[config.mk]
export PLATFORM = sky130hd
export DESIGN_NAME = dcache_mshr
export DESIGN_NICKNAME = d
export VERILOG_FILES = /design/src/rtl/dcache_mshr.sv
export SDC_FILE = /design/constraint.sdc
export NUM_CORES = 1
export LEC_CHECK = 0
export ABC_CLOCK_PERIOD_IN_PS = 4700
export CORE_ASPECT_RATIO = 0.6
export CORE_MARGIN = 3
export CORE_UTILIZATION = 30
export DETAILED_ROUTE_END_ITERATION = 7
export GPL_TIMING_DRIVEN = 0
export HOLD_SLACK_MARGIN = 0.03
export PLACE_DENSITY = 0.6
export REMOVE_ABC_BUFFERS = 1
export SYNTH_ARGS = -nofsm -noshare
export SYNTH_HDL_FRONTEND = slang
export SYNTH_SLANG_ARGS = --single-unit
[constraint.sdc]
create_clock -name clock -period 4.7 [get_ports clock]
set_input_delay 0.94 -clock clock [delete_from_list [all_inputs] [get_ports clock]]
set_output_delay 0.94 -clock clock [all_outputs]
set_load 0.05 [all_outputs]
[src/rtl/dcache_mshr.sv]
// Data-cache miss-status holding registers: allocates and merges misses per 8-byte block,
// issues one memory LOAD per cycle, tracks memory tags and returns fills as registered packets.
module dcache_mshr #(
    parameter int  MSHR_SZ = 4,
    localparam int IW      = $clog2(MSHR_SZ)
) (
    input  logic          clock,
    input  logic          reset,
    input  logic          alloc_valid,
    input  logic [31:0]   alloc_addr,
    output logic          alloc_gnt,
    output logic [IW-1:0] alloc_idx,
    output logic          alloc_merge,
    output logic          mshr_full,
    input  logic          mem_gnt,
    output logic [1:0]    proc2mem_command,
    output logic [31:0]   proc2mem_addr,
    input  logic [3:0]    mem2proc_transaction_tag,
    input  logic [3:0]    mem2proc_data_tag,
    input  logic [63:0]   mem2proc_data,
    output logic          fill_valid,
    output logic [IW-1:0] fill_idx,
    output logic [31:0]   fill_addr,
    output logic [63:0]   fill_data
);

    typedef enum logic [1:0] {
        ST_FREE    = 2'd0,
        ST_PENDING = 2'd1,
        ST_WAITING = 2'd2
    } state_e;

    localparam logic [1:0] CMD_NONE = 2'd0;
    localparam logic [1:0] CMD_LOAD = 2'd1;

    state_e        r_state [MSHR_SZ];
    logic [28:0]   r_addr  [MSHR_SZ];
    logic [3:0]    r_tag   [MSHR_SZ];

    logic          r_fill_valid;
    logic [IW-1:0] r_fill_idx;
    logic [31:0]   r_fill_addr;
    logic [63:0]   r_fill_data;

    logic [MSHR_SZ-1:0] w_free_vec;
    logic [MSHR_SZ-1:0] w_pend_vec;
    logic [MSHR_SZ-1:0] w_fill_vec;
    logic [MSHR_SZ-1:0] w_match_vec;
    logic               w_fill_any;
    logic [IW-1:0]      w_fill_idx;
    logic               w_fill_conflict;
    logic               w_match_any;
    logic               w_free_any;
    logic               w_alloc_new;
    logic [IW-1:0]      w_free_idx;
    logic               w_issue_any;
    logic [IW-1:0]      w_issue_idx;
    logic               w_issue_accept;
    logic [31:0]        w_alloc_aligned;

    // Lowest set bit of a request vector; zero when the vector is empty.
    function automatic logic [IW-1:0] f_lowest(input logic [MSHR_SZ-1:0] vec);
        logic [IW-1:0] idx;
        idx = '0;
        for (int i = MSHR_SZ - 1; i >= 0; i--) begin
            if (vec[i]) begin
                idx = IW'(i);
            end else begin
                idx = idx;
            end
        end
        return idx;
    endfunction

    assign w_alloc_aligned = alloc_addr & 32'hFFFF_FFF8;

    // Per-entry status vectors: free, pending, tag hit for this cycle's data, block match for the alloc.
    always_comb begin
        w_free_vec  = '0;
        w_pend_vec  = '0;
        w_fill_vec  = '0;
        w_match_vec = '0;
        for (int i = 0; i < MSHR_SZ; i++) begin
            w_free_vec[i]  = (r_state[i] == ST_FREE);
            w_pend_vec[i]  = (r_state[i] == ST_PENDING);
            w_fill_vec[i]  = (r_state[i] == ST_WAITING) && (mem2proc_data_tag != 4'd0)
                             && (r_tag[i] == mem2proc_data_tag);
            w_match_vec[i] = (r_state[i] != ST_FREE) && ({r_addr[i], 3'b000} == w_alloc_aligned);
        end
    end

    assign w_fill_any  = |w_fill_vec;
    assign w_fill_idx  = f_lowest(w_fill_vec);
    assign w_match_any = |w_match_vec;
    assign w_free_any  = |w_free_vec;
    assign w_free_idx  = f_lowest(w_free_vec);

    // The block being filled this cycle is refused; the requester will hit the cache on retry.
    assign w_fill_conflict = |(w_fill_vec & w_match_vec);

    assign alloc_gnt   = alloc_valid && !w_fill_conflict && (w_match_any || w_free_any);
    assign alloc_merge = alloc_valid && !w_fill_conflict && w_match_any;
    assign alloc_idx   = w_match_any ? f_lowest(w_match_vec) : w_free_idx;
    assign w_alloc_new = alloc_gnt && !w_match_any;
    assign mshr_full   = !w_free_any;

    assign w_issue_any      = |w_pend_vec;
    assign w_issue_idx      = f_lowest(w_pend_vec);
    assign proc2mem_command = w_issue_any ? CMD_LOAD : CMD_NONE;
    assign proc2mem_addr    = w_issue_any ? {r_addr[w_issue_idx], 3'b000} : 32'd0;
    assign w_issue_accept   = w_issue_any && mem_gnt && (mem2proc_transaction_tag != 4'd0);

    // Entry state machine; alloc, issue and fill always target distinct entries by state.
    always_ff @(posedge clock or negedge reset) begin
        if (!reset) begin
            for (int i = 0; i < MSHR_SZ; i++) begin
                r_state[i] <= ST_FREE;
                r_addr[i]  <= 29'd0;
                r_tag[i]   <= 4'd0;
            end
        end else begin
            for (int i = 0; i < MSHR_SZ; i++) begin
                if (w_alloc_new && (w_free_idx == IW'(i))) begin
                    r_state[i] <= ST_PENDING;
                    r_addr[i]  <= w_alloc_aligned[31:3];
                    r_tag[i]   <= 4'd0;
                end else if (w_issue_accept && (w_issue_idx == IW'(i))) begin
                    r_state[i] <= ST_WAITING;
                    r_tag[i]   <= mem2proc_transaction_tag;
                end else if (w_fill_any && (w_fill_idx == IW'(i))) begin
                    r_state[i] <= ST_FREE;
                    r_tag[i]   <= 4'd0;
                end else begin
                    r_state[i] <= r_state[i];
                end
            end
        end
    end

    // Fill packet register: strobe lasts one cycle, payload holds until the next fill.
    always_ff @(posedge clock or negedge reset) begin
        if (!reset) begin
            r_fill_valid <= 1'b0;
            r_fill_idx   <= '0;
            r_fill_addr  <= 32'd0;
            r_fill_data  <= 64'd0;
        end else begin
            r_fill_valid <= w_fill_any;
            if (w_fill_any) begin
                r_fill_idx  <= w_fill_idx;
                r_fill_addr <= {r_addr[w_fill_idx], 3'b000};
                r_fill_data <= mem2proc_data;
            end else begin
                r_fill_idx  <= r_fill_idx;
                r_fill_addr <= r_fill_addr;
                r_fill_data <= r_fill_data;
            end
        end
    end

    assign fill_valid = r_fill_valid;
    assign fill_idx   = r_fill_idx;
    assign fill_addr  = r_fill_addr;
    assign fill_data  = r_fill_data;

endmodule

==> results.toml <==
[timing]
layout_min_cycle_time_ns = 4.65
hold_slack_ns = 0.318
hold_viol = 0
finalCritPeriodShare = 0.988
relSlewSlack = 0.0279
slew_viol_final = 0
tightest_slew_ns = 1.44
fin_ws_ns = 0.0541
grt_setup_unrepaired = "no"
clock.fmax_mhz = 215
skew_ns = 0.0106
setup_viol = 0

[power_and_ir_drop]
power.share.clock = 0.145
p_sw_frac = 0.476
combPwrFrac = 0.585
power_density_nw_per_um2 = 898
p_leak_nw = 6.66
net-switching-power_mw = 7.05
vdd_drop_max_mv = 0.545
seq_power_share = 0.271
total_power_mw = 14.8
internal_power_mw = 7.77

[finish]
mostFrequentLayoutCells = "dfrtp_1 (236), clkdlybuf4s50_1 (226), mux2_2 (131)"
area_delta_synth_final_pct = 32.9
fin_util = 0.406
final_common_cell = "dfrtp_1"
final_nets = 1411
final_layout_size_suffix_gt1_frac = 0.196
fin_cells = 1850
diodes = 0

[die]
core_area_um2 = 40700
io_pins = 246
placementRows = 57
dieArea_um2 = 43900
die_x_um = 269
dieHeight_um = 164
start_util = 0.305

[logic_synthesis]
ys_warn_count = 0
yosys_most_used_dff = "dfrtp_1"
ys_seq_area_frac = 0.476
synth_edf_count = 0
syn_area_per_cell_um2 = 11.2
async_flop_share = 1.00
synthesis.area_um2 = 12400
synth_seq_cells = 236
synthDistinctLibCells = 48
synth_cells = 1105

[detailed_routing]
wl_per_cell_um = 23.1
dr.pass1.iters = 5
via_per_inst = 5.24
drt_iter0_markers = 847
wirelength_um = 42700
postRouteAntennaNets = 0
drc = 0
vias = 9689

[critical_path]
start_kind = "input pin"
end_kind = "output port"
critPathKind = "in2out"
worst-endpoint-arrival_ns = 3.71
cp.required_ns = 3.76
cp_max_fo = 8
crit_start = "alloc_addr[28]"
r2r-start = "r_addr[37]"

[flow_run]
maxCapViolations = 0

[clock_network]
clock-sinks = 236
cts_tree = "yes"
cts_buffer_depth = 3
cts_max_level = 1
cts-root-buf = "clkbuf_16"
clk_pin_slew_worst_paths_ns = 0.06
cts_hold_buf = 0
cts_buffers = 26
insertion_delay_ns = 0.55

[placement]
dp_hpwl_um = 29300
dp_slack_ns = -1.01
placedCellCount = 1797
io_buffers = 235
place.gp.congestion = 0.835

[global_routing]
grt_use_total = 0.192
antenna_found_initial = 1
grt_max_degree = 113
grt_pass1_wl_um = 63400
grt_pass1_vias = 9652
overflow = 0

[run_status]
outcome = "finished clean"

[worst_hold_path]
hold_path_class = "in2async"
final cells by class:
type / count / area, um2
Fill cell: 3931 / 24200
Timing Repair Buffer: 261 / 2790
Multi-Input combinational cell: 765 / 6200
Tap cell: 531 / 664
Clock inverter: 6 / 82.6
Inverter: 13 / 48.8
Clock buffer: 38 / 797
Sequential cell: 236 / 5910
power groups by stage:
stage	combinational [mW]	clock, mW	sequential (mW)
after detailed placement	8.53	0	4.01
final	8.67	2.14	4.01
after global placement	8.25	0	3.96
after floorplan	4.17	0	5.25
after CTS	8.65	2.19	3.99
after global routing	9.13	2.28	4.15
layer usage:
| metal | global-route usage | vias to the layer above | share of wire |
|---|---|---|---|
| met2 | 0.288 | 403 | 0.44 |
| met1 | 0.270 | 4935 | 0.45 |
| met4 | 0.0278 | 2 | 0.013 |
| li1 | - | 4299 | - |
| met5 | 0 | - | 0.00047 |
| met3 | 0.0721 | 50 | 0.10 |
worst max-delay path, stage by stage:
cell             delay [ns]
clkdlybuf4s50_1        0.61
xnor2_1                0.38
nand4_1                0.18
or3_1                  0.47
nor4_4                 0.43
nor2_1                 0.12
a31oi_1                0.31
buf_4                  0.26
flip-flops by register name (all words and copies together) (netlist names):
name	cells
fill_idx	2
fill_data	64
r_state	8
r_tag	16
fill_addr	29
r_addr	116
fill_valid	1
Yosys cell counts, types with 25 or more instances:
master / n / area [um2]
dfrtp_1: 236 / 5910
mux2_2: 131 / 1480
nand2_1: 98 / 368
xor2_1: 89 / 780
o21ai_0: 72 / 360
nor2_1: 56 / 210
buf_2: 55 / 275
nor4_1: 52 / 325
mux2_1: 49 / 552
xnor2_1: 37 / 324
a31oi_1: 31 / 194
and2_1: 25 / 156
clkbuf_1: 25 / 93.8
timing repair:
action,CTS,global route
cloned,1,0
endpoints found under the setup margin,12,5
pin swaps,3,7
gates resized for setup,42,10
setup buffers,3,5
metrics by stage:
step / instance area (um2) / TNS, ns
floorplan: 11900 / -22.92
global route: 16500 / 0
detailed placement: 15400 / -9.13
global placement: 14900 / -2467.70
CTS: 16400 / 0
finish: 16500 / 0
logic make-up (layout without fill, tap and decap cells):
| logic type | after synthesis | count (layout) | synth area share |
|---|---|---|---|
| AOI/OAI and AO/OA | 136 | 136 | 0.0640 |
| xor gates and xnor gates | 126 | 126 | 0.0889 |
| buffers and inverters | 111 | 318 | 0.0450 |
| DFF | 236 | 236 | 0.476 |
| muxes | 216 | 216 | 0.215 |
| other | 1 | 7 | 0.000302 |
| and+or+nand+nor | 279 | 280 | 0.111 |
final timing paths:
check	slack, ns	end	depth (start not counted)
min reg2reg	0.48	fill_data[26]	1
min	0.32	fill_data[16]	1
max	0.05	alloc_gnt	8
min in group clock	0.48	fill_data[26]	1
max in group asynchronous	3.11	fill_addr[27]	3
max reg2reg	1.27	r_addr[36]	9
Power figures use the tool's default switching activity.
==> RTL change: new RTL, config.mk and constraints unchanged <==
Set the parameter `MSHR_SZ` to 8 (it was 4).
--- a/src/rtl/dcache_mshr.sv
+++ b/src/rtl/dcache_mshr.sv
@@ -1,7 +1,7 @@
 // Data-cache miss-status holding registers: allocates and merges misses per 8-byte block,
 // issues one memory LOAD per cycle, tracks memory tags and returns fills as registered packets.
 module dcache_mshr #(
-    parameter int  MSHR_SZ = 4,
+    parameter int  MSHR_SZ = 8,
     localparam int IW      = $clog2(MSHR_SZ)
 ) (
     input  logic          clock,
Interface: changed (resized alloc_idx and fill_idx); port bits go from 246 to 248. The function was not compared with the original's and may differ.
==> RTL change against the unedited design <==
  * Worst setup slack worse by 0.030 ns
  * Critical path type is now flop to output pin
  * Hold slack worse by 0.062 ns
  * Critical endpoint unchanged
  * Cell area up 72%
  * Sequential cell count up 141
  * Highest routed layer unchanged
  * Core utilization down 2.3 points
  * Via count up 100%
  * Largest cell class unchanged
  * Wire length up 130%
  * Synthesized area up 81%
Power is left out: the tool's default activity adds up to more than one toggle a clock period on the data nets, which glitch-free logic cannot reach.
==> RTL change: results (changes against the unedited design) <==
| Metric | Value |
|---|---|
| Routed wire length per instance | `28.8 µm (+25%)` |
| Sequential cell area fraction in the yosys report | `41.9% (-5.7 points)` |
| Mapped Avg Cell Area | `10.2 µm² (-8.8%)` |
| Worst path top cell family by delay | `simple AND/OR/NAND/NOR gates` |
| Initial antenna violation count | `4 (+3)` |
| Most area-consuming cells after synthesis | `dfrtp_1 (42%), mux2_2 (12%), xor2_1 (9.3%)` |
| Max reg flops | `232 (+100%)` |
| GPL Wtd Cong | `0.950 (+14%)` |
| Hold WC Path Type | `input port to async pin` |
| Yosys cell types | `64 (+33%)` |
| Inst Count DP | `3292 (+83%)` |
| First-pass GRT wire length | `137 mm (+120%)` |
| Max incr delay on CP | `0.73 ns (+0.12 ns)` |
| Crit-path max FO | `9 (+1)` |
| CP arrival | `3.74 ns (+0.03 ns)` |
| Initial DRC count | `2627 (+210%)` |
| Layout Cells excl Fill | `3385 (+83%)` |
| Worst R2R Setup Slack | `0.51 ns (-0.76 ns)` |
| Worst skew pair latency | `0.60 ns (+0.05 ns)` |
| CTS Buf Count | `41 (+58%)` |
| WHS | `0.256 ns (-0.0619 ns)` |
| Root Driver | `clkbuf_16` |
| Least-Margin Pin Slew | `1.15 ns (-0.293 ns)` |
| I/O Buffers | `237 (+0.85%)` |
| Share of layout cells above drive strength 1 | `25.6% (+6.1 points)` |
| Via count | `19.4k (+100%)` |
| Nets | `2474 (+75%)` |
| Gr usage total | `23.9% (+4.7 points)` |
| Clk_skew | `0.0272 ns (+0.0166 ns)` |
| Clock-pin slew on the worst setup and hold paths | `0.07 ns` |
| Clock Path Buffers | `3 (unchanged)` |
| List of most frequent post-synthesis cells | `dfrtp_1 (377), nand2_1 (262), mux2_2 (248)` |
| Filler cell count | `7258 (+85%)` |
| Vias in the first global route | `18.2k (+89%)` |
| H-tree depth | `2 (+1)` |
| Cell Area, Placed | `26100 µm² (+70%)` |
| Register name with the most flops | `r_addr` |
| Crit-path slowest cell | `nor2_1` |
| Worst-case reg-to-reg path depth | `10 (+1)` |
| Detailed placement HPWL | `70.9 mm (+140%)` |
| Pre-antenna DRT Iters | `8 (+3)` |
| Synth warn | `0 (unchanged)` |
| Largest net degree at the start of global routing | `118 (+4.4%)` |
| Ys async rst share | `100% (unchanged)` |
| Outcome | `finished, final reports clean` |
## RTL change: cell count changes after synthesis, sizes merged, moves of 31 or more
cell	delta
nand2	+164
xor2	+150
dfrtp	+141
mux2	+120
a21oi	+98
nor2	+95
mux2i	+77
clkbuf	+48
nor4	+43
o21ai	-41
buf	+39
o22ai	+36
a31oi	-31
## RTL change: what timing repair did
action | in CTS | in global routing
pin swaps | 5 | 1
setup buffers | 9 | 4
endpoints found under the setup margin | 389 | 40
cloned | 3 | 2
gates resized for setup | 316 | 45
## RTL change: area by class of cell
cell class | instances | share of cell area [%]
sequential | 377 | 33.3
clock inverter | 15 | 0.751
inverter | 30 | 0.406
clock buffer | 57 | 4.23
tap | 987 | 4.36
antenna | 3 | 0.0265
timing repair buffer | 301 | 11.1
multi-input combinational | 1615 | 45.9
## RTL change: kinds of logic (layout without fill, tap and decap cells)
kind of cell | count (synthesis) | in the layout | synth area share [%]
simple gates | 631 | 634 | 13.4
mux | 391 | 391 | 19.9
flops | 377 | 377 | 41.9
compound gates | 333 | 335 | 10.5
xor+xnor | 248 | 248 | 9.65
buf+inv | 215 | 403 | 4.62
other cells | 1 | 10 | 0.0167
## RTL change: per-stage QoR
stage,util (%),setup TNS (ns),setup WS (ns)
global route,38.3,-0.0200,-0.0200
CTS,38.1,0,0.00182
detailed placement,35.3,-474.19,-2.20
finish,38.3,0,0.0236
floorplan,-,-283.93,-1.63
global placement,34.1,-8537.44,-14.45
## RTL change: worst paths after layout
path | start | endpoint
max in group asynchronous | reset | fill_data[13]$_DFFE_PN0P_
worst max-delay path | r_state[7]$_DFFE_PN0P_ | alloc_gnt
worst min register to register | fill_data[55]$_DFFE_PN0P_ | fill_data[55]$_DFFE_PN0P_
min in group clock | fill_data[55]$_DFFE_PN0P_ | fill_data[55]$_DFFE_PN0P_
worst max register to register | r_state[7]$_DFFE_PN0P_ | r_addr[55]$_DFFE_PN0N_
worst min-delay path | reset | r_addr[226]$_DFFE_PN0N_
## RTL change: worst register-to-register path, stage by stage, from the launching register on
cell,delay [ns]
dfrtp_1,0.43
nor2_1,0.73
nor2_1,0.12
nand4_1,0.31
nor3_1,0.16
a2111oi_4,0.29
nand4_4,0.29
nor4b_4,0.88
buf_6,0.29
buf_8,0.20
mux2_2,0.36
## RTL change: metal layers
metal  vias to the layer above  GRT usage (%)  share of wire, %
li1                       8156              -                 -
met1                     10100           36.5                46
met2                      1027           32.5                40
met3                       152           7.81                12
met4                         4           4.53               1.8
met5                         -              0             0.028
